<file path="config.mk">
export PLATFORM = sky130hd
export DESIGN_NAME = ws2811_receiver
export DESIGN_NICKNAME = d
export VERILOG_FILES = /design/src/rtl/ws2811_receiver.sv
export SDC_FILE = /design/constraint.sdc
export NUM_CORES = 1
export LEC_CHECK = 0
export BUFFER_PORTS_ARGS = -buffer_cell sky130_fd_sc_hd__buf_4
export CORE_ASPECT_RATIO = 1.1
export CORE_MARGIN = 2
export CORE_UTILIZATION = 40
export CTS_CLUSTER_DIAMETER = 200
export DETAILED_ROUTE_END_ITERATION = 6
export PLACE_DENSITY_LB_ADDON = 0.15
export SETUP_SLACK_MARGIN = 0.4
export SLEW_MARGIN = 25
export SYNTH_ARGS = -nofsm -noshare
export SYNTH_HDL_FRONTEND = slang
export SYNTH_SLANG_ARGS = --single-unit
</file>
<file path="constraint.sdc">
create_clock -name clkIN -period 3.91 [get_ports clkIN]
set_input_delay 0.1955 -clock clkIN [delete_from_list [all_inputs] [get_ports clkIN]]
set_output_delay 0.1955 -clock clkIN [all_outputs]
set_load 0.02 [all_outputs]
</file>
<file path="src/rtl/ws2811_receiver.sv">
// WS2811 single-wire NRZ receiver: measures pulse widths in 100 ns ticks and assembles GRB words, MSB first.
// Optional pulse-width error checking is enabled by defining WS2811_RX_ERROR_EN.
module ws2811_receiver #(
    parameter int CLOCK_SPEED     = 50_000_000,
    parameter int THRESHOLD_100NS = 8,
    parameter int LATCH_100NS     = 500,
    parameter int MIN_HIGH_100NS  = 2,
    parameter int MAX_HIGH_100NS  = 20
) (
    input  logic        clkIN,
    input  logic        nResetIN,
    input  logic        rxIN,
    output logic [23:0] dataOUT,
    output logic        validOUT,
    output logic        latchOUT,
    output logic        busyOUT,
    output logic        errorOUT
);

`ifdef WS2811_RX_ERROR_EN
    localparam logic ERR_EN = 1'b1;
`else
    localparam logic ERR_EN = 1'b0;
`endif

    localparam int DIV = CLOCK_SPEED / 10_000_000;
    localparam int PW  = (DIV > 1) ? $clog2(DIV) : 1;
    localparam int LW  = $clog2(LATCH_100NS + 1);

    localparam logic [PW-1:0] PRE_MAX  = PW'(DIV - 1);
    localparam logic [LW-1:0] LATCH_V  = LW'(LATCH_100NS);
    localparam logic [4:0]    THR_V    = 5'(THRESHOLD_100NS);
    localparam logic [4:0]    MIN_V    = 5'(MIN_HIGH_100NS);
    localparam logic [4:0]    MAX_V    = 5'(MAX_HIGH_100NS);
    localparam logic [4:0]    HIGH_SAT = 5'd31;

    localparam logic [0:0] S_LOW  = 1'b0;
    localparam logic [0:0] S_HIGH = 1'b1;

    logic          rxMeta, rxSync, rxPrev;
    logic          rise, fall, tick;
    logic [PW-1:0] prescale;
    logic [0:0]    state;
    logic [4:0]    highCnt, highW, bitCnt;
    logic [LW-1:0] lowCnt;
    logic [22:0]   shift;
    logic          bitVal, widthBad, latchHit;

    assign rise = rxSync & ~rxPrev;
    assign fall = ~rxSync & rxPrev;
    assign tick = (prescale == PRE_MAX);

    // A tick landing on the falling-edge cycle completes the last 100 ns of the pulse, so count it.
    assign highW    = (tick && highCnt != HIGH_SAT) ? highCnt + 5'd1 : highCnt;
    assign bitVal   = (highW >= THR_V);
    assign widthBad = ERR_EN && ((highW < MIN_V) || (highW > MAX_V));
    assign latchHit = (state == S_LOW) && tick && (lowCnt == LATCH_V - LW'(1));
    assign busyOUT  = (bitCnt != 5'd0);

    always_ff @(negedge clkIN or negedge nResetIN) begin
        if (!nResetIN) begin
            rxMeta   <= 1'b0;
            rxSync   <= 1'b0;
            rxPrev   <= 1'b0;
            prescale <= '0;
            state    <= S_LOW;
            highCnt  <= '0;
            lowCnt   <= LATCH_V;
            bitCnt   <= '0;
            shift    <= '0;
            dataOUT  <= '0;
            validOUT <= 1'b0;
            latchOUT <= 1'b0;
            errorOUT <= 1'b0;
        end else begin
            rxMeta   <= rxIN;
            rxSync   <= rxMeta;
            rxPrev   <= rxSync;
            validOUT <= 1'b0;
            latchOUT <= 1'b0;

            if (rise || fall || tick) prescale <= '0;
            else                      prescale <= prescale + PW'(1);

            if (state == S_LOW) begin
                if (tick && lowCnt != LATCH_V) lowCnt <= lowCnt + LW'(1);
                // Latch is reported even if a rising edge arrives on the same cycle.
                if (latchHit) begin
                    latchOUT <= 1'b1;
                    bitCnt   <= '0;
                    errorOUT <= 1'b0;
                end
                if (rise) begin
                    state   <= S_HIGH;
                    highCnt <= '0;
                end
            end else begin
                if (fall) begin
                    state  <= S_LOW;
                    lowCnt <= '0;
                    if (widthBad) begin
                        errorOUT <= 1'b1;
                        bitCnt   <= '0;
                    end else if (bitCnt == 5'd23) begin
                        dataOUT  <= {shift, bitVal};
                        validOUT <= 1'b1;
                        bitCnt   <= '0;
                    end else begin
                        shift  <= {shift[21:0], bitVal};
                        bitCnt <= bitCnt + 5'd1;
                    end
                end else if (tick && highCnt != HIGH_SAT) begin
                    highCnt <= highCnt + 5'd1;
                end
            end
        end
    end

endmodule

</file>
# Word level (Yosys, flattened, before mapping)
# Index checks and enable logic that the tools add are counted.
dict set report word_totals {
  inputBits 3
  ff_bits 75
}
dict set report op_classes {
  n_reduce_logical 15
  n_bitwise 6
  n_addsub 4
  muxes 20
  n_eq_ne 7
  n_lt_le_gt_ge 1
}
# operator n
set ops {}
lappend ops {{two-way mux 5 bit} 8}
lappend ops {{two-way mux 9 bit} 3}
lappend ops {{adder 5 x 1 -> 5 bit (second input constant)} 2}
lappend ops {{adder 9 x 1 -> 9 bit (second input constant)} 1}
lappend ops {{equality test 9 bit (second input constant)} 1}
lappend ops {{!= test 9 bit (second input constant)} 1}
lappend ops {{two-way mux 1 bit} 8}
lappend ops {{AND reduction 2 bit} 3}
lappend ops {{AND reduction 3 bit} 2}
lappend ops {{nonzero test 2 bit} 3}
lappend ops {{equality test 5 bit (second input constant)} 1}
lappend ops {{>= comparator 5 x 4 -> 1 bit (second input constant)} 1}
lappend ops {{!= test 5 bit (second input constant)} 1}
lappend ops {{nonzero test 5 bit} 1}
lappend ops {{logical AND 1 bit} 4}
lappend ops {{!= test 2 bit (second input constant)} 2}
lappend ops {{inverter 1 bit} 4}
lappend ops {{adder 3 x 1 -> 3 bit (second input constant)} 1}
lappend ops {{equality test 3 bit (second input constant)} 1}
lappend ops {{two-way mux 3 bit} 1}
lappend ops {{AND 1 bit} 2}
lappend ops {{logical OR 1 bit} 2}

# Logic depth before layout (Yosys ltp)
# Gate-level depths: netlist of the first run.
dict set report logic_depth {
  ltp_word 5
  depth_mapped 7
}

==> impl_metrics.py, run 1 <==
metrics = {
    "floorplanning": {
        "die_h_microns": 98.9,
        "ioPinCount": 31,
        "die_w_microns": 90.2,
        "rows": 34,
        "core_sq_mm": 0.00791,
        "start_util_pct": 41.4,
        "die-area_sq_mm": 0.00892,
    },
    "logic_synthesis": {
        "synth-seq-cells": 75,
        "syn_area_per_cell_sq_um": 13.1,
        "syn_nets": 262,
        "synthArstFlopShare_pct": 100,
        "synth_edf_count": 0,
        "synthTopCellsByCount": "dfrtn_1 (69), mux2_2 (45), inv_1 (13), nand2_1 (13), ha_1 (10)",
        "synthFlopType": "dfrtn_1",
        "seq_area_frac_synth_pct": 57.6,
        "netlist.top_cell.by_area": "dfrtn_1",
        "syn_area_sq_mm": 0.00327,
        "synth_most_common_cell": "dfrtn_1",
        "yosysWarnings": 0,
        "synth_top_area_share_pct": 52.8,
        "syn_inst": 249,
        "synth_area_leaders": "dfrtn_1 (53%), mux2_2 (15%), dfstp_2 (4.8%), ha_1 (3.8%), mux2i_1 (1.8%)",
        "synth.distinct_cells": 48,
    },
    "outcome": {
        "status": "finished clean",
    },
    "sta": {
        "hold_violations": 0,
        "holdWs_ns": 0.296,
        "drv_slew": 0,
        "tightestPinTransition_ns": 0.603,
        "fin_worst_skew_ns": 0.0661,
        "rsz0062_at_grt": "yes",
        "setup-violations-final": 0,
        "fin_tns_setup_ns": 0,
        "relSlewSlack_pct": 59.7,
    },
    "clock_tree": {
        "path_clk_slew_ns": 0.05,
        "htree_levels": 3,
        "cts_tree": "built",
        "root_buffer": "clkbuf_8",
        "cts_buffers": 9,
        "clk_latency_ns": 0.39,
        "cts.sinks": 75,
        "cts_hold_buf": 0,
        "clock_path_buffers": 2,
    },
    "critical_path": {
        "critPathMaxFanout": 2,
        "r2r_end": "shift[12]",
        "r2r.worst_path.cells": 3,
        "criticalPathCategory": "reg2out",
        "critical_path.startpoint": "bitCnt[1]",
        "crit_required_ns": 3.71,
        "startpoint_type": "flop",
        "arrival_ns": 3.43,
        "rrSetupSlack_ns": 1.63,
        "regToRegStartpoint": "state",
        "end_kind": "output port",
        "cpPeakStageDelay_ns": 0.46,
        "critPathSlowestCell": "or4b_4",
        "worstPathCellList": "inv_2, ha_1, or4b_4, buf_6",
    },
    "final_layout": {
        "drive_gt1_share_pct": 37.7,
        "antenna_cells": 0,
        "finalNetCount": 305,
        "finish.instance_area_sq_mm": 0.00381,
        "fillerInstances": 745,
        "area_delta_synth_final_pct": 16.5,
    },
    "detailed_routing": {
        "wl_per_cell_microns": 13.5,
        "drt_iter0_drc": 73,
        "wl_microns": 5490,
        "first_pass_iters": 4,
        "routed-via-count": 2023,
        "vias_per_cell": 5.00,
        "drc": 0,
        "ant_nets": 0,
    },
    "placement": {
        "place_area_sq_mm": 0.00360,
        "place_hpwl_microns": 3700,
        "portBuffers": 29,
        "globalplace.congestion": 0.764,
    },
    "worst_hold_path": {
        "hp-class": "reg2reg",
        "worstHoldStart": "rxMeta",
        "holdPathStages": 0,
        "hold-path-endpoint": "rxSync",
    },
    "global_routing": {
        "overflow": 0,
        "grt.total_usage_pct": 13.7,
        "grt_antenna_before_repair": 0,
        "grt_max_degree": 40,
        "grt_pass1_wl_microns": 9840,
        "grt_pass1_vias": 2031,
    },
    "power_and_ir_drop": {
        "power.leakage_nw": 1.93,
        "peakVddDrop_uv": 224,
        "power_density_mw_per_mm2": 421,
    },
    "flow_run": {
        "maxCapViolations": 0,
    },
}
-- final cells by class --
| class | count | area (sq um) | share of cell area, % |
|---|---|---|---|
| flip-flops and latches | 75 | 1880 | 49.4 |
| well taps | 108 | 135 | 3.55 |
| inverters | 12 | 45.0 | 1.18 |
| clock buffers | 10 | 128 | 3.35 |
| multi-input cells | 154 | 1290 | 33.8 |
| clock inverters | 12 | 60.1 | 1.58 |
| repair buffers | 34 | 272 | 7.12 |
-- kinds of logic (layout without fill, tap and decap cells) --
group                    count (synthesis)  after routing  share of synthesized area (%)
buffers and inverters                   20             68                           3.17
AO/OA/AOI/OAI                           24             24                           4.78
flip-flops                              75             75                           57.6
XOR/XNOR                                 6              6                           1.61
other                                    1              1                          0.115
AND/OR/NAND/NOR                         62             62                           11.6
multiplexers                            51             51                           17.3
adder cells (fa/ha/maj)                 10             10                           3.82
-- worst max-delay path by stage --
| stage | to | slack, ns | cells past startpoint |
|---|---|---|---|
| final | busyOUT | 0.29 | 4 |
| after global routing | busyOUT | 0.23 | 4 |
| after CTS | busyOUT | 0.28 | 4 |
| after detailed placement | busyOUT | 0.43 | 4 |
| after global placement | busyOUT | 0.44 | 4 |
| after floorplan | busyOUT | 0.55 | 3 |
-- layer usage --
| metal | GRT usage [%] | vias to the layer above | wire length, microns |
|---|---|---|---|
| li1 | - | 960 | - |
| met1 | 17.4 | 1026 | 2540 |
| met3 | 3.29 | 7 | 204 |
| met2 | 21.9 | 30 | 2650 |
| met5 | 0 | - | 0 |
| met4 | 7.10 | 0 | 96 |
-- worst max-delay path, delay by kind of cell (launching register included) --
| kind | cells | cell delay (ns) |
|---|---|---|
| adders and majority gates | 1 | 0.12 |
| and+or+nand+nor | 1 | 0.46 |
| DFF | 1 | 0.36 |
| buffers and inverters | 2 | 0.21 |
-- metrics by stage --
stage / setup WS, ns / utilization, % / power [mW] / cells
after global placement: 0.444 / 45.5 / 1.06 / 381
final: 0.289 / 48.2 / 1.60 / 405
after CTS: 0.280 / 48.1 / 1.62 / 404
after global routing: 0.233 / 48.2 / 1.71 / 405
after floorplan: 0.547 / - / 1.01 / 249
after detailed placement: 0.432 / 45.5 / 1.07 / 381
-- what timing repair did --
item | CTS | global route
resized for setup | 2 | 1
setup endpoints to repair | 1 | 1
buffers inserted | 2 | 1
-- flip-flops by register name, summed over array words and instances (netlist names) --
name,count
state,1
bitCnt,5
lowCnt,9
rxMeta,1
rxSync,1
validOUT,1
shift,23
dataOUT,24
latchOUT,1
highCnt,5
rxPrev,1
prescale,3
-- layout by cell type (no fill, tap or decap), drive strengths merged, types with 2 or more instances in the layout --
cell / count
dfrtn: 69
mux2: 45
buf: 34
inv: 20
nand2: 14
nor2: 11
ha: 10
clkbuf: 10
o21ai: 8
mux2i: 6
dfstp: 6
nand2b: 5
a21oi: 5
nand3: 5
nor3: 4
xnor2: 4
and3: 3
a22o: 3
clkinv: 3
nand4b: 3
and2: 2
xor2: 2
o31ai: 2
nor3b: 2
or3: 2
nor4: 2
or2: 2
a21o: 2
-- power breakdown --
part / total (mW) / leakage [nW] / internal [mW] / switching [mW]
clock: 0.533 / 0.119 / 0.238 / 0.296
combinational: 0.194 / 0.805 / 0.0944 / 0.0994
sequential: 0.876 / 1.00 / 0.826 / 0.0494
total: 1.60 / 1.93 / 1.16 / 0.444
(Power assumes the default switching activity.)
==> run 2: changes to the inputs <==
==> constraint.sdc (replaced) <==
create_clock -name clkIN -period 3.91 [get_ports clkIN]
set_input_delay 0.1955 -clock clkIN [delete_from_list [all_inputs] [get_ports clkIN]]
set_output_delay 0.1955 -clock clkIN [all_outputs]
set_load 0.005 [all_outputs]
==> impl_metrics.py, run 2 (synthesized netlist as in run 1, its figures left out) <==
metrics = {
    "floorplanning": {
        "ioPinCount": 31,
        "die-area_sq_mm": 0.00892,
        "core_sq_mm": 0.00791,
        "start_util_pct": 41.4,
        "die_w_microns": 90.2,
        "rows": 34,
        "die_h_microns": 98.9,
    },
    "clock_tree": {
        "cts_hold_buf": 0,
        "clock_path_buffers": 2,
        "cts.sinks": 75,
        "htree_levels": 3,
        "clk_latency_ns": 0.38,
        "path_clk_slew_ns": 0.05,
        "cts_buffers": 9,
        "cts_tree": "built",
        "root_buffer": "clkbuf_8",
    },
    "final_layout": {
        "layout_commonest_cell": "dfrtn_1",
        "largest_register_ffs": 24,
        "drive_gt1_share_pct": 37.5,
        "mostFrequentLayoutCells": "dfrtn_1 (69), mux2_2 (45), buf_4 (33)",
        "antenna_cells": 0,
        "finalNetCount": 306,
        "fin_cells": 404,
        "area_delta_synth_final_pct": 16.4,
        "regMostFlops": "dataOUT",
        "largest_registers": "dataOUT x24, shift x23, lowCnt x9",
    },
    "outcome": {
        "status": "finished clean",
    },
    "critical_path": {
        "end_kind": "output port",
        "criticalPathCategory": "reg2out",
        "arrival_ns": 3.40,
        "crit_required_ns": 3.71,
        "startpoint_type": "flop",
        "critPathMaxFanout": 2,
    },
    "detailed_routing": {
        "wl_per_cell_microns": 13.7,
        "routed-via-count": 2004,
        "drc": 0,
        "vias_per_cell": 4.96,
        "drt_iter0_drc": 65,
        "wl_microns": 5520,
        "ant_nets": 0,
        "first_pass_iters": 4,
    },
    "global_routing": {
        "overflow": 0,
        "grt_pass1_wl_microns": 9640,
        "grt_antenna_before_repair": 0,
        "grt_max_degree": 40,
        "grt.total_usage_pct": 13.5,
        "grt_pass1_vias": 2018,
    },
    "flow_run": {
        "maxCapViolations": 0,
    },
    "sta": {
        "relSlewSlack_pct": 60.0,
        "setup-violations-final": 0,
        "fin_tns_setup_ns": 0,
        "fin_worst_skew_ns": 0.0545,
        "drv_slew": 0,
        "hold_violations": 0,
        "tightestPinTransition_ns": 0.597,
        "rsz0062_at_grt": "yes",
        "holdWs_ns": 0.294,
    },
    "power_and_ir_drop": {
        "power.leakage_nw": 1.93,
        "finalPower_mw": 1.59,
        "peakVddDrop_uv": 176,
        "power_density_mw_per_mm2": 419,
    },
    "worst_hold_path": {
        "hp-class": "reg2reg",
    },
    "placement": {
        "globalplace.congestion": 0.747,
        "portBuffers": 29,
        "dpl.cell_count": 381,
        "place_hpwl_microns": 3620,
    },
}
[run 2: cell types whose count changed in the layout (fill, tap and decap cells not counted)]
cell / delta
clkinv_4: +2
buf_4: +1
clkbuf_1: -1
clkinv_1: +1
clkinv_2: -1
clkinvlp_4: -1
inv_4: -1
inv_6: -1
[run 2: stage by stage]
| stage | utilization (%) | setup slack, ns | area, sq um |
|---|---|---|---|
| after global routing | 48.1 | 0.251 | 3810 |
| after global placement | 45.5 | 0.469 | 3600 |
| final | 48.1 | 0.310 | 3810 |
| after floorplan | - | 0.630 | 3270 |
| after CTS | 48.0 | 0.290 | 3800 |
| after detailed placement | 45.5 | 0.460 | 3600 |
[run 2: worst max-delay path, stage by stage (launching register included)]
cell     delay, ns
dfrtn_1       0.36
inv_2         0.06
ha_1          0.12
or4b_4        0.45
buf_6         0.13
[run 2: layer usage]
layer | GRT usage (%) | part of all wire, % | vias to the layer above
met3 | 4.51 | 4.5 | 12
met4 | 6.04 | 2.0 | 0
li1 | - | - | 962
met2 | 20.2 | 46 | 31
met1 | 18.0 | 47 | 999
met5 | 0 | 0 | -
[run 2: where the power goes]
part           total [mW]  internal [mW]  switching, mW  leakage, nW
combinational       0.200          0.100          0.100        0.809
sequential          0.873          0.826         0.0465         1.00
clock               0.522          0.229          0.293        0.114
[run 2: final timing paths]
kind	start	cells past startpoint	end	slack [ns]
max	bitCnt[1]	4	busyOUT	0.31
min	rxMeta	0	rxSync	0.29
max reg2reg	rxSync	5	shift[14]	1.67
min reg2reg	rxMeta	0	rxSync	0.29
max in group asynchronous	nResetIN	2	lowCnt[5]	1.54
min in group asynchronous	nResetIN	1	latchOUT	1.67
[run 2: what timing repair did]
| item | 4_1_cts | 5_1_grt |
|---|---|---|
| setup endpoints to repair | 1 | 1 |
| buffers inserted | 3 | 1 |
| pin swaps | 0 | 0 |
| gates resized for setup | 2 | 1 |
[run 2: final cells by class]
type                       count  area [sq um]
timing repair buffer          35           279
fill                         747          4100
sequential                    75          1880
clock inverter                11          53.8
clock buffer                   9           124
inverter                      12          45.0
multi-input combinational    154          1290
tap                          108           135
==> run 3: changes to the inputs <==
--- a/config.mk
+++ b/config.mk
@@ -8,11 +8,12 @@
 export BUFFER_PORTS_ARGS = -buffer_cell sky130_fd_sc_hd__buf_4
 export CORE_ASPECT_RATIO = 1.1
 export CORE_MARGIN = 2
-export CORE_UTILIZATION = 40
+export CORE_UTILIZATION = 25
 export CTS_CLUSTER_DIAMETER = 200
 export DETAILED_ROUTE_END_ITERATION = 6
 export PLACE_DENSITY_LB_ADDON = 0.15
 export SETUP_SLACK_MARGIN = 0.4
+export SKIP_CTS_REPAIR_TIMING = 1
 export SLEW_MARGIN = 25
 export SYNTH_ARGS = -nofsm -noshare
 export SYNTH_HDL_FRONTEND = slang
==> impl_metrics.py, run 3 (synthesized netlist as in run 1, its figures left out) <==
metrics = {
    "power_and_ir_drop": {
        "swShare_pct": 25.3,
        "power.leakage_nw": 1.99,
        "internal-power_mw": 1.47,
        "power_density_mw_per_mm2": 489,
        "peakVddDrop_uv": 171,
        "seqPwrFrac_pct": 44.8,
        "comb_power_share_pct": 8.4,
        "p_sw_mw": 0.496,
        "p_clk_share_pct": 46.7,
    },
    "critical_path": {
        "criticalPathCategory": "reg2out",
        "startpoint_type": "flop",
        "regToRegStartpoint": "rxSync",
        "r2r.worst_path.cells": 5,
        "arrival_ns": 3.45,
        "critPathMaxFanout": 5,
        "r2r_end": "shift[22]",
        "rrSetupSlack_ns": 1.58,
        "critical_path.startpoint": "bitCnt[0]",
        "end_kind": "output port",
        "crit_required_ns": 3.71,
    },
    "detailed_routing": {
        "drt_iter0_drc": 66,
        "wl_microns": 6190,
        "ant_nets": 0,
        "vias_per_cell": 4.38,
        "first_pass_iters": 4,
        "routed-via-count": 1981,
        "wl_per_cell_microns": 13.7,
        "drc": 0,
    },
    "sta": {
        "hold_violations": 0,
        "holdWs_ns": 0.304,
        "tightestPinTransition_ns": 0.662,
        "relSlewSlack_pct": 55.7,
        "setup-violations-final": 0,
        "fin_worst_skew_ns": 0.0608,
        "fin_tns_setup_ns": 0,
        "rsz0062_at_grt": "yes",
        "drv_slew": 0,
    },
    "final_layout": {
        "antenna_cells": 0,
        "fillerInstances": 1289,
        "finish.instance_area_sq_mm": 0.00402,
        "area_delta_synth_final_pct": 22.8,
        "largest_register_ffs": 24,
        "fin_cells": 452,
        "drive_gt1_share_pct": 37.3,
        "regMostFlops": "dataOUT",
        "finalNetCount": 303,
        "layout_commonest_cell": "dfrtn_1",
        "largest_registers": "dataOUT x24, shift x23, lowCnt x9",
        "mostFrequentLayoutCells": "dfrtn_1 (69), mux2_2 (45), buf_4 (30)",
    },
    "clock_tree": {
        "root_buffer": "clkbuf_16",
        "path_clk_slew_ns": 0.05,
        "clk_latency_ns": 0.39,
        "htree_levels": 3,
        "clock_path_buffers": 2,
        "cts.sinks": 75,
        "cts_tree": "built",
        "cts_buffers": 9,
    },
    "floorplanning": {
        "rows": 43,
        "core_sq_mm": 0.0127,
        "start_util_pct": 25.8,
        "die_w_microns": 113,
        "die-area_sq_mm": 0.0140,
        "die_h_microns": 124,
        "ioPinCount": 31,
    },
    "global_routing": {
        "grt_max_degree": 41,
        "grt_antenna_before_repair": 0,
        "grt_pass1_vias": 2053,
        "grt_pass1_wl_microns": 10600,
        "overflow": 0,
        "grt.total_usage_pct": 9.68,
    },
    "placement": {
        "dpl.cell_count": 431,
        "portBuffers": 29,
        "place_area_sq_mm": 0.00367,
        "globalplace.congestion": 0.692,
        "place_hpwl_microns": 4030,
    },
    "flow_run": {
        "maxCapViolations": 0,
    },
    "outcome": {
        "status": "finished clean",
    },
    "worst_hold_path": {
        "hp-class": "reg2reg",
        "worstHoldStart": "rxMeta",
        "hold-path-endpoint": "rxSync",
        "holdPathStages": 0,
    },
}
[run 3: cell types whose count changed in the layout (fill, tap and decap cells not counted)]
cell and change:
inv_4 +1, clkinv_1 -1, bufinv_16 +1, inv_1 +1, inv_6 +1, clkbuf_8 -8
inv_2 -1, clkinv_2 -2, clkbuf_16 +10, buf_4 -3
[run 3: cell type report]
cell class / instances / area, sq um / area share [%]
multi-input combinational: 154 / 1290 / 32.0
clock inverter: 11 / 85.1 / 2.12
sequential: 75 / 1880 / 46.9
tap: 157 / 196 / 4.89
clock buffer: 11 / 264 / 6.57
timing repair buffer: 32 / 256 / 6.38
inverter: 12 / 45.0 / 1.12
[run 3: power by group through the flow]
stage	clock network (mW)	logic (mW)	registers, mW
after floorplan	0.0111	0.128	0.873
after global placement	0.0111	0.166	0.889
after detailed placement	0.0111	0.167	0.892
after CTS	0.949	0.169	0.878
after global routing	0.988	0.196	0.887
final	0.918	0.166	0.880
[run 3: how the worst max path moves through the flow]
stage / to / depth (start not counted)
after floorplan: busyOUT / 3
after global placement: busyOUT / 4
after detailed placement: busyOUT / 4
after CTS: busyOUT / 4
after global routing: busyOUT / 4
final: busyOUT / 4
[run 3: critical path, cell delays in order, from the launching register on]
cell and delay [ns]:
dfrtn_1 0.38, inv_1 0.07, ha_1 0.13, or4b_4 0.45
buf_6 0.13
[run 3: layer usage]
metal / share of wire [%] / track usage (%) / wire length (microns) / vias up
met5: 0 / 0 / 0 / -
met4: 0.99 / 3.89 / 61 / 0
met3: 5.5 / 3.55 / 343 / 7
met2: 45 / 14.5 / 2810 / 30
met1: 48 / 12.7 / 2970 / 992
li1: - / - / - / 952
[run 3: stage by stage]
| stage | total power, mW | util [%] | worst slack (ns) |
|---|---|---|---|
| global route | 2.07 | 31.7 | 0.206 |
| global placement | 1.07 | 28.9 | 0.461 |
| detailed placement | 1.07 | 28.9 | 0.460 |
| CTS | 2.00 | 31.6 | 0.0919 |
| finish | 1.96 | 31.7 | 0.264 |
| floorplan | 1.01 | - | 0.630 |
